`src/rtl/cwc_capture_ctrl_if.sv`:
```
// cwc_capture_ctrl_if -- bundle of the capture-control request lines and the
// trace-RAM write port / status lines of cwc_capture_ctrl.
//   master : the capture controller (drives the trace RAM port and status)
//   slave  : the JTAG/trigger side (drives arm/abort/sample_en/trig_hit)
interface cwc_capture_ctrl_if #(
    parameter int ADDR_W = 16
) ();
    // Capture requests and per-cycle qualifiers
    logic              arm;
    logic              abort;
    logic              sample_en;
    logic              trig_hit;

    // Trace RAM write port
    logic              wt_ce;
    logic              wt_en;
    logic [ADDR_W-1:0] wt_addr;

    // Status for the JTAG status register
    logic [ADDR_W-1:0] trig_addr;
    logic              busy;
    logic              triggered;
    logic              done;
    logic              wrapped;

    modport master (
        input  arm, abort, sample_en, trig_hit,
        output wt_ce, wt_en, wt_addr, trig_addr, busy, triggered, done, wrapped
    );

    modport slave (
        output arm, abort, sample_en, trig_hit,
        input  wt_ce, wt_en, wt_addr, trig_addr, busy, triggered, done, wrapped
    );
endinterface

```
`src/rtl/cwc_capture_ctrl.sv`:
```
// cwc_capture_ctrl -- trace capture controller for a circular trace RAM.
// After an arm request the controller writes qualified samples into the RAM
// (PRE), latches the address of the first qualified trigger sample, writes
// STOP_LEN samples in total from the trigger onward (POST) and then parks in
// DONE with the capture frozen until the next arm or an abort.
//
// Optional feature: define CWC_TRIG_HOLDOFF_EN to ignore triggers until
// DEPTH-STOP_LEN samples have been written since arm, which guarantees a full
// pre-trigger window in the RAM.  Without the macro a trigger is accepted from
// the first PRE cycle and no holdoff counter is built.
module cwc_capture_ctrl #(
    parameter int ADDR_W   = 16,
    parameter int DEPTH    = 8192,
    parameter int STOP_LEN = 5461
) (
    input  logic                  trig_clk,
    input  logic                  jrstn,
    cwc_capture_ctrl_if.master    bus
);

    // Counter wide enough to hold any value 0..DEPTH
    localparam int               CNT_W     = $clog2(DEPTH + 1);
    localparam logic [ADDR_W-1:0] LAST_ADDR = ADDR_W'(DEPTH - 1);
    localparam logic [CNT_W-1:0]  POST_LOAD = CNT_W'(STOP_LEN - 1);
    localparam logic [CNT_W-1:0]  CNT_ONE   = CNT_W'(1);
    localparam logic [CNT_W-1:0]  CNT_ZERO  = {CNT_W{1'b0}};
`ifdef CWC_TRIG_HOLDOFF_EN
    localparam logic [CNT_W-1:0]  HOLD_LEN  = CNT_W'(DEPTH - STOP_LEN);
`endif

    typedef enum logic [1:0] {
        ST_IDLE = 2'd0,
        ST_PRE  = 2'd1,
        ST_POST = 2'd2,
        ST_DONE = 2'd3
    } state_t;

    state_t            r_state;
    logic [ADDR_W-1:0] r_ptr;
    logic [ADDR_W-1:0] r_trig_addr;
    // Number of post-trigger writes still owed after the trigger sample
    logic [CNT_W-1:0]  r_post_cnt;
    logic              r_wt_ce;
    logic              r_busy;
    logic              r_triggered;
    logic              r_done;
    logic              r_wrapped;
`ifdef CWC_TRIG_HOLDOFF_EN
    // Samples written since arm, saturating at HOLD_LEN
    logic [CNT_W-1:0]  r_hold_cnt;
`endif

    logic              w_write;
    logic              w_ptr_wraps;
    logic [ADDR_W-1:0] w_ptr_next;
    logic              w_trig_ok;

    // Circular increment of the write pointer over 0..DEPTH-1
    function automatic logic [ADDR_W-1:0] ptr_inc(input logic [ADDR_W-1:0] p);
        if (p == LAST_ADDR) begin
            ptr_inc = {ADDR_W{1'b0}};
        end else begin
            ptr_inc = p + ADDR_W'(1);
        end
    endfunction

    // A write happens in a capturing state on a qualified sample; abort kills it
    assign w_write     = r_wt_ce & bus.sample_en & ~bus.abort;
    assign w_ptr_wraps = (r_ptr == LAST_ADDR);
    assign w_ptr_next  = ptr_inc(r_ptr);

`ifdef CWC_TRIG_HOLDOFF_EN
    assign w_trig_ok   = (r_hold_cnt == HOLD_LEN);
`else
    assign w_trig_ok   = 1'b1;
`endif

    // Capture FSM: state, write pointer, trigger latch, post counter and status
    always_ff @(posedge trig_clk or negedge jrstn) begin
        if (!jrstn) begin
            r_state     <= ST_IDLE;
            r_ptr       <= {ADDR_W{1'b0}};
            r_trig_addr <= {ADDR_W{1'b0}};
            r_post_cnt  <= CNT_ZERO;
            r_wt_ce     <= 1'b0;
            r_busy      <= 1'b0;
            r_triggered <= 1'b0;
            r_done      <= 1'b0;
            r_wrapped   <= 1'b0;
`ifdef CWC_TRIG_HOLDOFF_EN
            r_hold_cnt  <= CNT_ZERO;
`endif
        end else if (bus.abort) begin
            // Abort wins over arm and trigger; the pointer is left where it is
            r_state     <= ST_IDLE;
            r_trig_addr <= {ADDR_W{1'b0}};
            r_post_cnt  <= CNT_ZERO;
            r_wt_ce     <= 1'b0;
            r_busy      <= 1'b0;
            r_triggered <= 1'b0;
            r_done      <= 1'b0;
            r_wrapped   <= 1'b0;
        end else begin
            case (r_state)
                ST_IDLE, ST_DONE: begin
                    if (bus.arm) begin
                        r_state     <= ST_PRE;
                        r_ptr       <= {ADDR_W{1'b0}};
                        r_trig_addr <= {ADDR_W{1'b0}};
                        r_post_cnt  <= CNT_ZERO;
                        r_wt_ce     <= 1'b1;
                        r_busy      <= 1'b1;
                        r_triggered <= 1'b0;
                        r_done      <= 1'b0;
                        r_wrapped   <= 1'b0;
`ifdef CWC_TRIG_HOLDOFF_EN
                        r_hold_cnt  <= CNT_ZERO;
`endif
                    end
                end

                ST_PRE: begin
                    if (w_write) begin
                        r_ptr <= w_ptr_next;
                        if (w_ptr_wraps) begin
                            r_wrapped <= 1'b1;
                        end
`ifdef CWC_TRIG_HOLDOFF_EN
                        if (r_hold_cnt != HOLD_LEN) begin
                            r_hold_cnt <= r_hold_cnt + CNT_ONE;
                        end
`endif
                        // The trigger sample itself is written at r_ptr
                        if (bus.trig_hit && w_trig_ok) begin
                            r_trig_addr <= r_ptr;
                            r_triggered <= 1'b1;
                            if (STOP_LEN == 1) begin
                                r_state    <= ST_DONE;
                                r_post_cnt <= CNT_ZERO;
                                r_wt_ce    <= 1'b0;
                                r_busy     <= 1'b0;
                                r_done     <= 1'b1;
                            end else begin
                                r_state    <= ST_POST;
                                r_post_cnt <= POST_LOAD;
                            end
                        end
                    end
                end

                ST_POST: begin
                    // Trigger hits are ignored here; only qualified samples count
                    if (w_write) begin
                        r_ptr <= w_ptr_next;
                        if (w_ptr_wraps) begin
                            r_wrapped <= 1'b1;
                        end
                        if (r_post_cnt <= CNT_ONE) begin
                            r_state    <= ST_DONE;
                            r_post_cnt <= CNT_ZERO;
                            r_wt_ce    <= 1'b0;
                            r_busy     <= 1'b0;
                            r_done     <= 1'b1;
                        end else begin
                            r_post_cnt <= r_post_cnt - CNT_ONE;
                        end
                    end
                end

                default: begin
                    r_state <= ST_IDLE;
                    r_wt_ce <= 1'b0;
                    r_busy  <= 1'b0;
                end
            endcase
        end
    end

    assign bus.wt_ce     = r_wt_ce;
    assign bus.wt_en     = w_write;
    assign bus.wt_addr   = r_ptr;
    assign bus.trig_addr = r_trig_addr;
    assign bus.busy      = r_busy;
    assign bus.triggered = r_triggered;
    assign bus.done      = r_done;
    assign bus.wrapped   = r_wrapped;

endmodule

```
`src/flat_wrapper.sv`:
```
// flat-port wrapper written by rule: the top's interface ports become plain ports
module cwc_capture_ctrl_flat 
#(
    parameter int ADDR_W   = 16,
    parameter int DEPTH    = 8192,
    parameter int STOP_LEN = 5461
)
  (trig_clk, jrstn, bus_arm, bus_abort, bus_sample_en, bus_trig_hit, bus_wt_ce, bus_wt_en, bus_wt_addr, bus_trig_addr, bus_busy, bus_triggered, bus_done, bus_wrapped);
  cwc_capture_ctrl_if #(.ADDR_W(ADDR_W)) bus_i ();
  input  logic trig_clk;
  input  logic jrstn;
  input wire logic [$bits(bus_i.arm)-1:0] bus_arm;
  input wire logic [$bits(bus_i.abort)-1:0] bus_abort;
  input wire logic [$bits(bus_i.sample_en)-1:0] bus_sample_en;
  input wire logic [$bits(bus_i.trig_hit)-1:0] bus_trig_hit;
  output wire logic [$bits(bus_i.wt_ce)-1:0] bus_wt_ce;
  output wire logic [$bits(bus_i.wt_en)-1:0] bus_wt_en;
  output wire logic [$bits(bus_i.wt_addr)-1:0] bus_wt_addr;
  output wire logic [$bits(bus_i.trig_addr)-1:0] bus_trig_addr;
  output wire logic [$bits(bus_i.busy)-1:0] bus_busy;
  output wire logic [$bits(bus_i.triggered)-1:0] bus_triggered;
  output wire logic [$bits(bus_i.done)-1:0] bus_done;
  output wire logic [$bits(bus_i.wrapped)-1:0] bus_wrapped;
  assign bus_i.arm = bus_arm;
  assign bus_i.abort = bus_abort;
  assign bus_i.sample_en = bus_sample_en;
  assign bus_i.trig_hit = bus_trig_hit;
  assign bus_wt_ce = bus_i.wt_ce;
  assign bus_wt_en = bus_i.wt_en;
  assign bus_wt_addr = bus_i.wt_addr;
  assign bus_trig_addr = bus_i.trig_addr;
  assign bus_busy = bus_i.busy;
  assign bus_triggered = bus_i.triggered;
  assign bus_done = bus_i.done;
  assign bus_wrapped = bus_i.wrapped;
  cwc_capture_ctrl #(.ADDR_W(ADDR_W), .DEPTH(DEPTH), .STOP_LEN(STOP_LEN)) u_core (.trig_clk(trig_clk), .jrstn(jrstn), .bus(bus_i));
endmodule
```
`config.mk`:
```
export PLATFORM = sky130hd
export DESIGN_NAME = cwc_capture_ctrl_flat
export DESIGN_NICKNAME = d
export VERILOG_FILES = /design/src/rtl/cwc_capture_ctrl_if.sv /design/src/rtl/cwc_capture_ctrl.sv /design/src/flat_wrapper.sv
export SDC_FILE = /design/constraint.sdc
export NUM_CORES = 1
export LEC_CHECK = 0
export ABC_AREA = 1
export CAP_MARGIN = 20
export CORE_ASPECT_RATIO = 0.5
export CORE_UTILIZATION = 36
export CTS_BUF_LIST = sky130_fd_sc_hd__clkbuf_2
export CTS_CLUSTER_DIAMETER = 30
export DETAILED_ROUTE_END_ITERATION = 8
export GPL_ROUTABILITY_DRIVEN = 0
export SYNTH_ARGS = -nofsm -noshare
export SYNTH_HDL_FRONTEND = slang
export SYNTH_SLANG_ARGS = --single-unit
```
`constraint.sdc`:
```
create_clock -name trig_clk -period 4.8 [get_ports trig_clk]
set_input_delay 0.48 -clock trig_clk [delete_from_list [all_inputs] [get_ports trig_clk]]
set_output_delay 0.48 -clock trig_clk [all_outputs]
set_load 0.02 [all_outputs]
```
==> impl_metrics.prom <==
# TYPE chip_impl_metric gauge
chip_impl_metric{name="routed_wirelength",unit="um"} 6846
chip_impl_metric{name="globalRoute.totalOverflow",unit=""} 0
chip_impl_metric{name="hold_fix_buffers_cts",unit=""} 0
chip_impl_metric{name="fraction_of_layout_cells_with_a_size_suffix_above_1",unit=""} 0.07432
chip_impl_metric{name="initial_utilization",unit=""} 0.3850
chip_impl_metric{name="detail_route.drc_violations",unit=""} 0
chip_impl_metric{name="post_synth_mux_area_share",unit=""} 0
chip_impl_metric{name="fp-row-count",unit=""} 22
chip_impl_metric{name="cp.required",unit="ns"} 4.32
chip_impl_info{name="hold_class",value="in -> async"} 1
chip_impl_metric{name="num_vias",unit=""} 2601
chip_impl_metric{name="die_y",unit="um"} 65.62
chip_impl_metric{name="antenna_violations_before_repair",unit=""} 0
chip_impl_metric{name="boundaryPins",unit=""} 44
chip_impl_metric{name="syn_inst",unit=""} 397
chip_impl_metric{name="post-place-cells",unit=""} 544
chip_impl_metric{name="drt_first_iter_violations",unit=""} 160
chip_impl_metric{name="nets",unit=""} 454
chip_impl_metric{name="syn-num-nets",unit=""} 408
chip_impl_info{name="cell_at_the_root_of_the_clock_tree",value="clkbuf_2"} 1
chip_impl_metric{name="synth_adder_area_share",unit=""} 0.02147
chip_impl_metric{name="wl_met2",unit="um"} 3133
chip_impl_metric{name="detailedPlacementHpwl",unit="um"} 5131
chip_impl_metric{name="setup_violations",unit=""} 0
chip_impl_metric{name="path_clk_slew",unit="ns"} 0.28
chip_impl_metric{name="design.die.area",unit="um2"} 8480
chip_impl_metric{name="portBuffers",unit=""} 43
chip_impl_metric{name="max_root_sink_buffers",unit=""} 2
chip_impl_metric{name="ctsHtreeMaxLevel",unit=""} 2
chip_impl_metric{name="drt_pass_1_iters",unit=""} 4
chip_impl_metric{name="area_delta_synth_final",unit="%"} 19.75
chip_impl_metric{name="vdd_drop_max",unit="V"} 0.0001450
chip_impl_metric{name="synth_xor_xnor_area_share",unit=""} 0.02705
chip_impl_metric{name="worst_setup_timing_slack_at_the_placement_stage",unit="ns"} 2.255
chip_impl_metric{name="groute.usage.overall",unit=""} 0.1809
chip_impl_metric{name="hold_viol",unit=""} 0
chip_impl_metric{name="clock_buffers_created_by_tritoncts",unit=""} 5
chip_impl_info{name="synth_top_cell_by_area",value="dfrtp_1"} 1
chip_impl_metric{name="post_cts.resized_instances",unit=""} 0
chip_impl_metric{name="leakage",unit="nW"} 1.703
chip_impl_metric{name="filler_free_cell_count_of_the_finished_design",unit=""} 552
chip_impl_info{name="sort_of_element_at_the_end_of_the_critical_path",value="output port"} 1
chip_impl_metric{name="n_antenna_cell",unit=""} 0
chip_impl_metric{name="final.setup_skew",unit="ns"} 0.04738
chip_impl_metric{name="synth.yosys.seq_area_share",unit=""} 0.4465
chip_impl_metric{name="fin_ws",unit="ns"} 2.535
chip_impl_metric{name="post_drt_wl_per_cell",unit="um"} 12.40
chip_impl_metric{name="fillCellCount",unit=""} 778
chip_impl_metric{name="die_x",unit="um"} 129.2
chip_impl_metric{name="grt_pass1_vias",unit=""} 2505
chip_impl_metric{name="period_needed",unit="ns"} 2.265
chip_impl_metric{name="final.period_utilization",unit=""} 0.4718
chip_impl_metric{name="arrival",unit="ns"} 1.78
chip_impl_metric{name="crit_fanout",unit=""} 5
chip_impl_info{name="tritoncts",value="built"} 1
chip_impl_metric{name="syn_avg_cell_area",unit="um2"} 7.340
chip_impl_metric{name="vias_per_cell",unit=""} 4.712
chip_impl_metric{name="max_cap_violations",unit=""} 0
chip_impl_metric{name="post_synthesis_register_bit_count",unit=""} 52
chip_impl_info{name="run_status",value="finished, final reports clean"} 1
chip_impl_metric{name="synth_top_area_frac",unit=""} 0.4465
chip_impl_metric{name="antenna_violating_nets_post_route",unit=""} 0
chip_impl_metric{name="insertion_delay",unit="ns"} 0.47
chip_impl_metric{name="wire_length_on_met3",unit="um"} 197
chip_impl_metric{name="total_negative_setup_slack",unit="ns"} 0
chip_impl_metric{name="power_density",unit="nW/um2"} 456.3
chip_impl_metric{name="cts_sink_cnt",unit=""} 52
chip_impl_info{name="worstSetupStartpointType",value="input pin"} 1
chip_impl_metric{name="core_region_area",unit="um2"} 7570
chip_impl_metric{name="post_synth_and_or_nand_nor_area_fraction",unit=""} 0.3512
chip_impl_metric{name="pin_count_of_the_biggest_net_entering_global_routing",unit=""} 53
chip_impl_info{name="synth_top_family_by_area",value="simple AND/OR/NAND/NOR gates"} 1
chip_impl_metric{name="pins_over_slew_limit",unit=""} 0
chip_impl_metric{name="netlist-cell-type-count",unit=""} 27
chip_impl_metric{name="timing.max_slew.rel_slack",unit=""} 0.5648
chip_impl_metric{name="yosys_warnings",unit=""} 0
chip_impl_info{name="timing.setup.critical_path_class",value="in -> out"} 1
chip_impl_metric{name="routed_metal_1_wire_length",unit="um"} 3468
chip_impl_metric{name="postCtsSetupRepairBufs",unit=""} 0
chip_impl_metric{name="syn-cell-area",unit="um2"} 2914
chip_impl_metric{name="achievable-frequency",unit="MHz"} 441.6
chip_impl_metric{name="worstMarginPinSlew",unit="ns"} 0.6527
chip_impl_info{name="grt_setup_unrepaired",value="no"} 1
chip_impl_metric{name="fraction_of_the_mapped_netlist_area_in_compound_gates",unit=""} 0.07557
chip_impl_metric{name="wire_length_of_the_first_global_routing_pass",unit="um"} 11850
chip_impl_info{name="top_signal_layer_used",value="met4"} 1
chip_impl_info{name="yosys-top-cells-area",value="dfrtp_1 (45%), nand2_1 (15%), nor2_1 (8.2%)"} 1
[worst paths after layout]
kind                                 startpoint                       to  slack [ns]  cells past startpoint
setup / recovery                  bus_sample_en                bus_wt_en        2.54                      4
hold / removal                            jrstn  u_core.bus.trig_addr[3]        0.06                      2
setup reg to reg              u_core.r_state[0]     u_core.r_post_cnt[6]        2.55                      8
hold reg to reg            u_core.bus.triggered     u_core.bus.triggered        0.52                      2
max in group asynchronous                 jrstn     u_core.r_post_cnt[6]        4.26                      2
min in group trig_clk      u_core.bus.triggered     u_core.bus.triggered        0.52                      2
[cell families after synthesis]
family / after synthesis
compound gates: 33
xor+xnor: 9
fa+ha+maj: 5
buf+inv: 56
flops: 52
simple gates: 242
[area by class of cell]
class / count / area, um2 / area share
multi-input cells: 289 / 1385 / 0.3969
clock buffers: 6 / 30.03 / 0.008605
inverters: 51 / 191.4 / 0.05486
repair buffers: 44 / 432.9 / 0.1241
flip-flops and latches: 52 / 1301 / 0.3729
clock inverters: 2 / 13.76 / 0.003944
well taps: 108 / 135.1 / 0.03872
[metrics by stage]
stage	power, W	instance area, um2	hold slack (ns)	utilization
global placement	0.001415	3446	0.4568	0.4552
finish	0.001592	3490	0.06166	0.4610
global route	0.001749	3490	0.07022	0.4610
detailed placement	0.001418	3446	0.4658	0.4552
floorplan	0.001212	2914	0.1844	-
CTS	0.001605	3490	0.07828	0.4610
[synthesized netlist by cell type]
cell and instances:
nor3_1 8, o21ai_2 10, xor2_1 9, buf_4 2, o21ai_1 1, nand2_2 2, nor2_1 64, nand3_1 33
dfrtp_1 52, inv_2 5, o21bai_1 1, a21oi_4 1, inv_1 46, nand3b_1 1, nand3_4 1, buf_2 2
o21a_1 1, nand4_1 9, nor2_2 2, nand2_1 120, a21oi_1 10, buf_6 1, a31oi_1 1, nand3_2 1
nor2_4 1, o21ai_0 8, ha_1 5
[power breakdown]
part	internal [W]	switching, W	leakage, nW
Clock	0.0000394	0.000147	0.0334
Sequential	0.000506	0.0000719	0.715
Combinational	0.000274	0.000554	0.954
Total	0.000819	0.000773	1.70
[sequential cells by signal, summed over array words and instances (netlist names)]
signal	count
u_core.bus.wrapped	1
u_core.bus.trig_addr	16
u_core.bus.triggered	1
u_core.bus.wt_ce	1
u_core.bus.wt_addr	16
u_core.bus.done	1
u_core.r_post_cnt	14
u_core.r_state	2
[worst max-delay path, stage by stage]
cell and delay (ns):
clkdlybuf4s50_1 0.45, nand2_1 0.13, nor2_1 0.12, clkdlybuf4s50_1 0.61
[metal layers]
metal / vias to the layer above / GRT usage
met2: 39 / 0.2910
met5: - / 0
met3: 5 / 0.03909
met4: 0 / 0.05147
met1: 1217 / 0.2454
li1: 1340 / -
[cells in the final DEF, fill, tap and decap left out]
master           count
xor2_1               9
nor2_2               2
ha_1                 5
inv_2                5
inv_1               46
nand3b_1             1
clkbuf_2             6
nand4_1              9
nand2_2              2
a21oi_4              1
clkinv_2             1
clkdlybuf4s50_1     42
o21ai_2             10
a21oi_1             10
nor2_1              64
o21ai_0              8
nor3_1               8
buf_2                1
buf_4                1
a31oi_1              1
nand3_1             33
o21a_1               1
nand3_4              1
inv_6                1
o21ai_1              1
nand2_1            120
dfrtp_1             52
nand3_2              1
o21bai_1             1
nor2_4               1
Note: power is estimated with default switching activity, not from simulation.
